**src/rtl/ghr_spec_ctrl.sv**
```systemverilog
// Global history controller: speculative GHR updated at predict, committed GHR at resolve, checkpoint FIFO for recovery.
// Latency: every state update reaches the outputs 1 cycle later; ready/full/empty are decoded from the registered count.
// Backpressure: predict_ready_o drops when DEPTH checkpoints are held; a predict while full is dropped, with no pop-then-push bypass.
module ghr_spec_ctrl #(
    parameter int HISTORY_WIDTH = 8,
    parameter int DEPTH         = 4
) (
    input  logic                       clk_i,
    input  logic                       rst_ni,
    input  logic                       predict_valid_i,
    input  logic                       predict_taken_i,
    output logic                       predict_ready_o,
    input  logic                       resolve_valid_i,
    input  logic                       resolve_taken_i,
    input  logic                       resolve_mispredict_i,
    input  logic                       flush_i,
    output logic [HISTORY_WIDTH-1:0]   ghr_spec_o,
    output logic [HISTORY_WIDTH-1:0]   ghr_commit_o,
    output logic [$clog2(DEPTH+1)-1:0] inflight_cnt_o,
    output logic                       full_o,
    output logic                       empty_o,
    output logic                       resolve_err_o
);

    localparam int PW = (DEPTH > 1) ? $clog2(DEPTH) : 1;
    localparam int CW = $clog2(DEPTH + 1);

    logic [HISTORY_WIDTH-1:0] ckpt_q [DEPTH];
    logic [PW-1:0]            wr_ptr_q;
    logic [PW-1:0]            rd_ptr_q;
    logic [CW-1:0]            cnt_q;
    logic [HISTORY_WIDTH-1:0] spec_q;
    logic [HISTORY_WIDTH-1:0] commit_q;
    logic                     err_q;

    logic                     resolve_ok;
    logic                     mispredict_evt;
    logic                     push;
    logic [HISTORY_WIDTH-1:0] head_ckpt;
    logic [HISTORY_WIDTH-1:0] commit_nxt;

    // Oldest bit falls off the top, newest outcome enters at bit 0.
    function automatic logic [HISTORY_WIDTH-1:0] shift_in(
        input logic [HISTORY_WIDTH-1:0] h,
        input logic                     b
    );
        return {h[HISTORY_WIDTH-2:0], b};
    endfunction

    assign full_o          = (cnt_q == CW'(DEPTH));
    assign empty_o         = (cnt_q == '0);
    assign predict_ready_o = !full_o;

    // A resolve only acts when something is in flight; mispredict and flush both squash the same-cycle predict.
    assign resolve_ok     = resolve_valid_i && !empty_o;
    assign mispredict_evt = resolve_ok && resolve_mispredict_i;
    assign push           = predict_valid_i && predict_ready_o && !mispredict_evt && !flush_i;
    assign head_ckpt      = ckpt_q[rd_ptr_q];
    assign commit_nxt     = resolve_ok ? shift_in(commit_q, resolve_taken_i) : commit_q;

    // Checkpoint storage: the pre-shift speculative history of each accepted predict.
    always_ff @(posedge clk_i) begin
        if (!rst_ni && push) begin
            ckpt_q[wr_ptr_q] <= spec_q;
        end
    end

    // History registers, pointers and count; flush outranks mispredict, which outranks normal push/pop.
    always_ff @(posedge clk_i) begin
        if (rst_ni) begin
            spec_q   <= '0;
            commit_q <= '0;
            wr_ptr_q <= '0;
            rd_ptr_q <= '0;
            cnt_q    <= '0;
            err_q    <= 1'b0;
        end else begin
            err_q    <= resolve_valid_i && empty_o;
            commit_q <= commit_nxt;
            if (flush_i) begin
                spec_q   <= commit_nxt;
                wr_ptr_q <= '0;
                rd_ptr_q <= '0;
                cnt_q    <= '0;
            end else if (mispredict_evt) begin
                spec_q   <= shift_in(head_ckpt, resolve_taken_i);
                wr_ptr_q <= '0;
                rd_ptr_q <= '0;
                cnt_q    <= '0;
            end else begin
                if (push) begin
                    spec_q   <= shift_in(spec_q, predict_taken_i);
                    wr_ptr_q <= wr_ptr_q + PW'(1);
                end
                if (resolve_ok) begin
                    rd_ptr_q <= rd_ptr_q + PW'(1);
                end
                cnt_q <= cnt_q + CW'(push) - CW'(resolve_ok);
            end
        end
    end

    assign ghr_spec_o     = spec_q;
    assign ghr_commit_o   = commit_q;
    assign inflight_cnt_o = cnt_q;
    assign resolve_err_o  = err_q;

endmodule
```
**config.mk**
```make
export PLATFORM = sky130hd
export DESIGN_NAME = ghr_spec_ctrl
export DESIGN_NICKNAME = d
export VERILOG_FILES = /design/src/rtl/ghr_spec_ctrl.sv
export SDC_FILE = /design/constraint.sdc
export NUM_CORES = 1
export LEC_CHECK = 0
export CAP_MARGIN = 40
export CORE_MARGIN = 2
export CORE_UTILIZATION = 45
export DETAILED_ROUTE_END_ITERATION = 6
export PLACE_DENSITY = 0.76
export SYNTH_ARGS = -nofsm -noshare
export SYNTH_HDL_FRONTEND = slang
export SYNTH_SLANG_ARGS = --single-unit
```
**constraint.sdc**
```tcl
create_clock -name clk_i -period 2.55 [get_ports clk_i]
set_input_delay 0.765 -clock clk_i [delete_from_list [all_inputs] [get_ports clk_i]]
set_output_delay 0.765 -clock clk_i [all_outputs]
set_load 0.05 [all_outputs]
```
# After elaboration in Yosys (flattened, before gate mapping)
# Memory sizes are Yosys's and may differ from the RTL's. A register that Yosys moved wholly into a read port is not among the register bits.
# Cells that the tools add are included.
# W data, S select, Z words.
dict set report classes {
  n_addsub 4
  eq_ne 1
  muxes 8
  n_reduce_logical 15
}
# cell count
set ops {}
lappend ops {{$mux W8} 4}
lappend ops {{$logic_and A1 B1 Y1} 7}
lappend ops {{$logic_not A1 Y1} 5}
lappend ops {{$add A2 B1 Y2 const B} 2}
lappend ops {{$mux W2} 2}
lappend ops {{$add A3 B1 Y3} 1}
lappend ops {{$eq A3 B3 Y1 const B} 1}
lappend ops {{$logic_not A3 Y1} 1}
lappend ops {{$reduce_bool A3 Y1} 1}
lappend ops {{$reduce_or A3 Y1} 1}
lappend ops {{$sub A3 B1 Y3} 1}
lappend ops {{$mux W1} 2}
dict set report totals {
  ram_bits 32
  memories 1
  in_bits 8
  regBits 24
  elab_cells 35
  output_inout_bits 23
}
# name depth word_bits read_ports rd_ports_with_merged_regs write_ports line_no
set memory_table {}
lappend memory_table {ckpt_q 4 8 1 1 1 28} ;# logic [HISTORY_WIDTH-1:0] ckpt_q [DEPTH];

# Longest topological paths before layout
dict set report logic_depth {
  ltp_word 10
  ltp_mapped 13
  ltp_nobuf 10
}

# Worst setup path before layout
# OpenSTA, ideal clock, no wires.
dict set report synth_path {
  kind {reg2reg}
  start {reg cnt_q[1], in the netlist inflight_cnt_o[1]}
  end {reg cnt_q[2], in the netlist inflight_cnt_o[2]}
  synth_period_minus_slack_ps 3628
  n_path_buf 1
  required_ps 2433
  path_stages_with_launch 12
  setup_time_ps 117
  setup_slack_ps -1078
  t_arrival_ps 3511
  path_cell_list {dfxtp_1 buf_2 nor3_1 nand3b_1 nand3_1 ha_1 inv_1 ha_1 fa_1 xnor2_1 xnor2_1 nor2_1}
}
dict set report synth_between {
  elab_chain_cells 9
  elab_cells_between_ends 13
  classes_between {add/sub: 2; eq/ne: 1; reduce/logical: 10}
}
# element line_no
set synth_rtl {}
lappend synth_rtl {{start: declaration} 31} ;# logic [CW-1:0] cnt_q;
lappend synth_rtl {{start signal: assignment} 98} ;# cnt_q <= cnt_q + CW'(push) - CW'(resolve_ok);
lappend synth_rtl {{$logic_not A3 Y1 *} 51} ;# assign empty_o = (cnt_q == '0);
lappend synth_rtl {{net empty_o} 21} ;# output logic empty_o,
lappend synth_rtl {{$logic_not A1 Y1 *} 55} ;# assign resolve_ok = resolve_valid_i && !empty_o;
lappend synth_rtl {{$logic_and A1 B1 Y1 *} 55}
lappend synth_rtl {{$logic_and A1 B1 Y1} 56} ;# assign mispredict_evt = resolve_ok && resolve_mispredict_i;
lappend synth_rtl {{$logic_not A1 Y1} 57} ;# assign push = predict_valid_i && predict_ready_o && !mispredict_evt && !flush_i;
lappend synth_rtl {{$logic_and A1 B1 Y1 (2 in series)} 57}
lappend synth_rtl {{$add A3 B1 Y3} 98}
lappend synth_rtl {{$sub A3 B1 Y3} 98}
# The timed path passes the listed nets; every way through them passes the cells marked *.
# A chain may end at the register's enable or synchronous reset.

# Worst setup path in the final report
dict set report layout_path {
  start {reg cnt_q[2], in the netlist inflight_cnt_o[2]}
  end {out empty_o}
}
dict set report layout_between {
  elab_chain_cells 1
}
# element line_no
set layout_rtl {}
lappend layout_rtl {{$logic_not A3 Y1} 51}
lappend layout_rtl {{end: declaration} 21}
# No other way between the ends.

==> metrics <==
CP max stage delay 0.83 ns; first-pass iteration count of the detailed router 4; leak pwr 1.044 nW; placed insts 270; gp weighted congestion 0.9079; share of cells above drive strength 1 22.27%; reg2reg start inflight_cnt_o[1]; type of origin of the critical path register; vias in the first global route 1441; final hold violations 0; filler cell count 411; die height 74.45 um; Gate power share 14.8%; status finished, final reports clean; Std-Cell Rows 25; Die Span X 74.45 um; Worst Hold Endpoint ghr_spec_o[7]; Critical Path Source inflight_cnt_o[2]; sequential element share of the synthesized area 60.95%; share of power burned in registers 56.9%; drt first-iter violations 99; P_int 1.242 mW; area of the core 4755 sq um; delay-heaviest family, CP buffers and inverters; clk slew on worst S/H paths 0.10 ns; net switching power 0.4568 mW; overall routing resource usage 17.79%; pwr/cell area 599.2 nW/um^2; Nets 225; Syn-to-layout area delta 26.95%; slew at the pin closest to its max-slew limit 0.6022 ns; Port-buffer cells 30; CTS Buffer Depth 2; hold path depth 2; Setup TNS Final 0 ns; Root Driver clkbuf_8; relative slew slack 59.54%; hold slack 0.5194 ns; worst-skew pair later-pin latency 0.31 ns; commonest non-fill, non-tap cell in the layout edfxtp_1; distinct cell type count after synthesis 39; DR WL/cell 16.04 um; Worst Path Buf+Inv 1; RSZ-0062 raised after global routing no; R2R cell count 10; CTS Hold Bufs 0; FMAX 400.1 MHz; Pins Over Slew Limit 0; cell area after synthesis 2233 sq um; reg2reg end inflight_cnt_o[2]; Critical Path RT 1.79 ns; Clk pwr share 28.3%; hold wc startpoint ghr_spec_o[7]; IO Pins 31; WS Path Type reg -> out; CTS HTree Levels 2; synthesized instance count 165; Via Count 1484; diode count 0; CTS tree built; HP Class reg -> reg; multi-input logic area 829.5 sq um; initial core utilization 46.97%; most frequent cells in the layout edfxtp_1 (28), clkdlybuf4s50_1 (26), dfxtp_1 (23); maximum VDD drop 0.2585 mV; worst reg2reg setup slack 0.36 ns; non-filler instance count after layout 278; Max-Cap Viols 0; syn nets 180; fin crit period 2.500 ns; DPL Wire Length 3386 um; setup violators final 0; nature of the critical path endpoint output pin; Ys Warns 0; storage element area 1370 sq um; CTS Buf Count 5; average cell area after synthesis 13.54 sq um; cell breakdown of the critical path nor3_4 -> clkdlybuf4s50_1; Die Area 5543 sq um; via/cell ratio 5.338; CP max FO 6; drt total wl 4459 um; Worst path slowest cell clkdlybuf4s50_1; gr ovfl total 0; first-pass GRT wire length 7079 um; initial antenna violation count 0; Setup Skew 0.006964 ns; Yosys reg bits 54; Sw Ratio 26.89%; DRC violations left 0; Final ANT Viol Nets 0; Arrival @ worst endpoint 1.73 ns; # Post-CTS Setup Buffers 0; CTS Sinks 54; largest net degree at the start of global routing 19; fin crit share 98.02%
## cells in the mapped netlist, drive strengths merged
cell type,count,share of area [%]
edfxtp,28,38
dfxtp,26,23
nor2,22,3.7
inv,8,1.3
mux2i,8,3.6
mux4,7,7.1
ha,6,3.4
buf,5,1.3
o22ai,5,1.4
a211oi,4,1.3
a21o,4,1.3
and2,4,1.2
and3,4,1.1
nor3,4,0.90
xnor2,4,1.6
clkbuf,3,0.50
o32ai,3,1.2
a2111oi,2,1.1
nand2,2,0.34
nand3,2,1.0
o21ai,2,0.45
a211o,1,0.39
and3b,1,0.39
fa,1,0.90
nand2b,1,0.28
nand3b,1,0.34
o211ai,1,0.34
o221a,1,0.50
o311a,1,0.45
o31ai,1,0.56
or3,1,0.28
or3b,1,0.39
xor2,1,0.39
## stage by stage
step	power, mW	setup slack, ns	util (%)	instance area, sq um
2_1_floorplan	1.145	-0.1150	-	2278
3_3_place_gp	1.229	-0.2162	57.55	2736
6_report	1.699	0.05045	59.63	2835
3_5_place_dp	1.238	-0.3516	57.55	2736
5_1_grt	1.761	0.01493	59.63	2835
4_1_cts	1.714	0.006666	59.47	2828
## sequential cells by signal (all words and copies together) (netlist names), named ones only
| register | flops |
|---|---|
| ckpt_q | 28 |
| ghr_commit_o | 8 |
| ghr_spec_o | 8 |
| inflight_cnt_o | 3 |
| rd_ptr_q | 2 |
| resolve_err_o | 1 |
| wr_ptr_q | 2 |
## power by group through the flow
stage               registers (mW)  clock network (mW)  logic [mW]
finish                       0.966               0.481       0.252
detailed placement           0.986                   0       0.252
CTS                          0.966               0.494       0.253
floorplan                     1.02                   0       0.124
global route                 0.970               0.522       0.268
global placement             0.982                   0       0.247
## logic make-up (layout without fill, tap and decap cells)
| family | after synthesis | in the layout | synth area share [%] |
|---|---|---|---|
| DFF | 54 | 54 | 60.95 |
| and+or+nand+nor | 43 | 43 | 9.973 |
| AOI/OAI and AO/OA | 25 | 25 | 9.020 |
| buffers and inverters | 16 | 62 | 3.193 |
| muxes | 15 | 15 | 10.64 |
| adders and majority gates | 7 | 7 | 4.258 |
| xor gates and xnor gates | 5 | 5 | 1.961 |
## per-layer routing
metal | part of all wire (%) | track usage [%] | vias up
met5 | 0 | 0 | -
met4 | 2.1 | 7.341 | 0
met3 | 6.8 | 5.420 | 10
met2 | 49 | 28.12 | 58
met1 | 42 | 22.91 | 714
li1 | - | - | 702
## worst reg2reg max path: stages (launching register included)
cell	delay, ns
dfxtp_4	0.40
or3b_1	0.40
and2_4	0.17
nand3_2	0.07
ha_1	0.12
inv_1	0.04
ha_2	0.17
fa_2	0.35
xnor2_2	0.14
xnor2_1	0.17
nor2_1	0.06
## layout make-up
type                    instances  share of cell area, %
clock buffers                   5                  2.427
clock inverters                 3                 0.8385
inverters                       8                  1.059
multi-input cells              95                  29.26
flip-flops and latches         54                  48.32
well taps                      67                  2.957
repair buffers                 46                  15.14
## timing repair
action | CTS | global route
pin swaps | 1 | 3
endpoints found under the setup margin | 1 | 1
resized for setup | 1 | 2
cloned | 0 | 0
## worst max path at each step
stage                                   end  cells after the start  slack [ns]
final                               empty_o                      2        0.05
after CTS                 inflight_cnt_o[2]                     10       0.007
after global routing      inflight_cnt_o[2]                     10        0.01
after global placement    inflight_cnt_o[2]                     10       -0.22
after floorplan           inflight_cnt_o[2]                     11       -0.11
after detailed placement  inflight_cnt_o[2]                     10       -0.35
(Power assumes the default switching activity.)
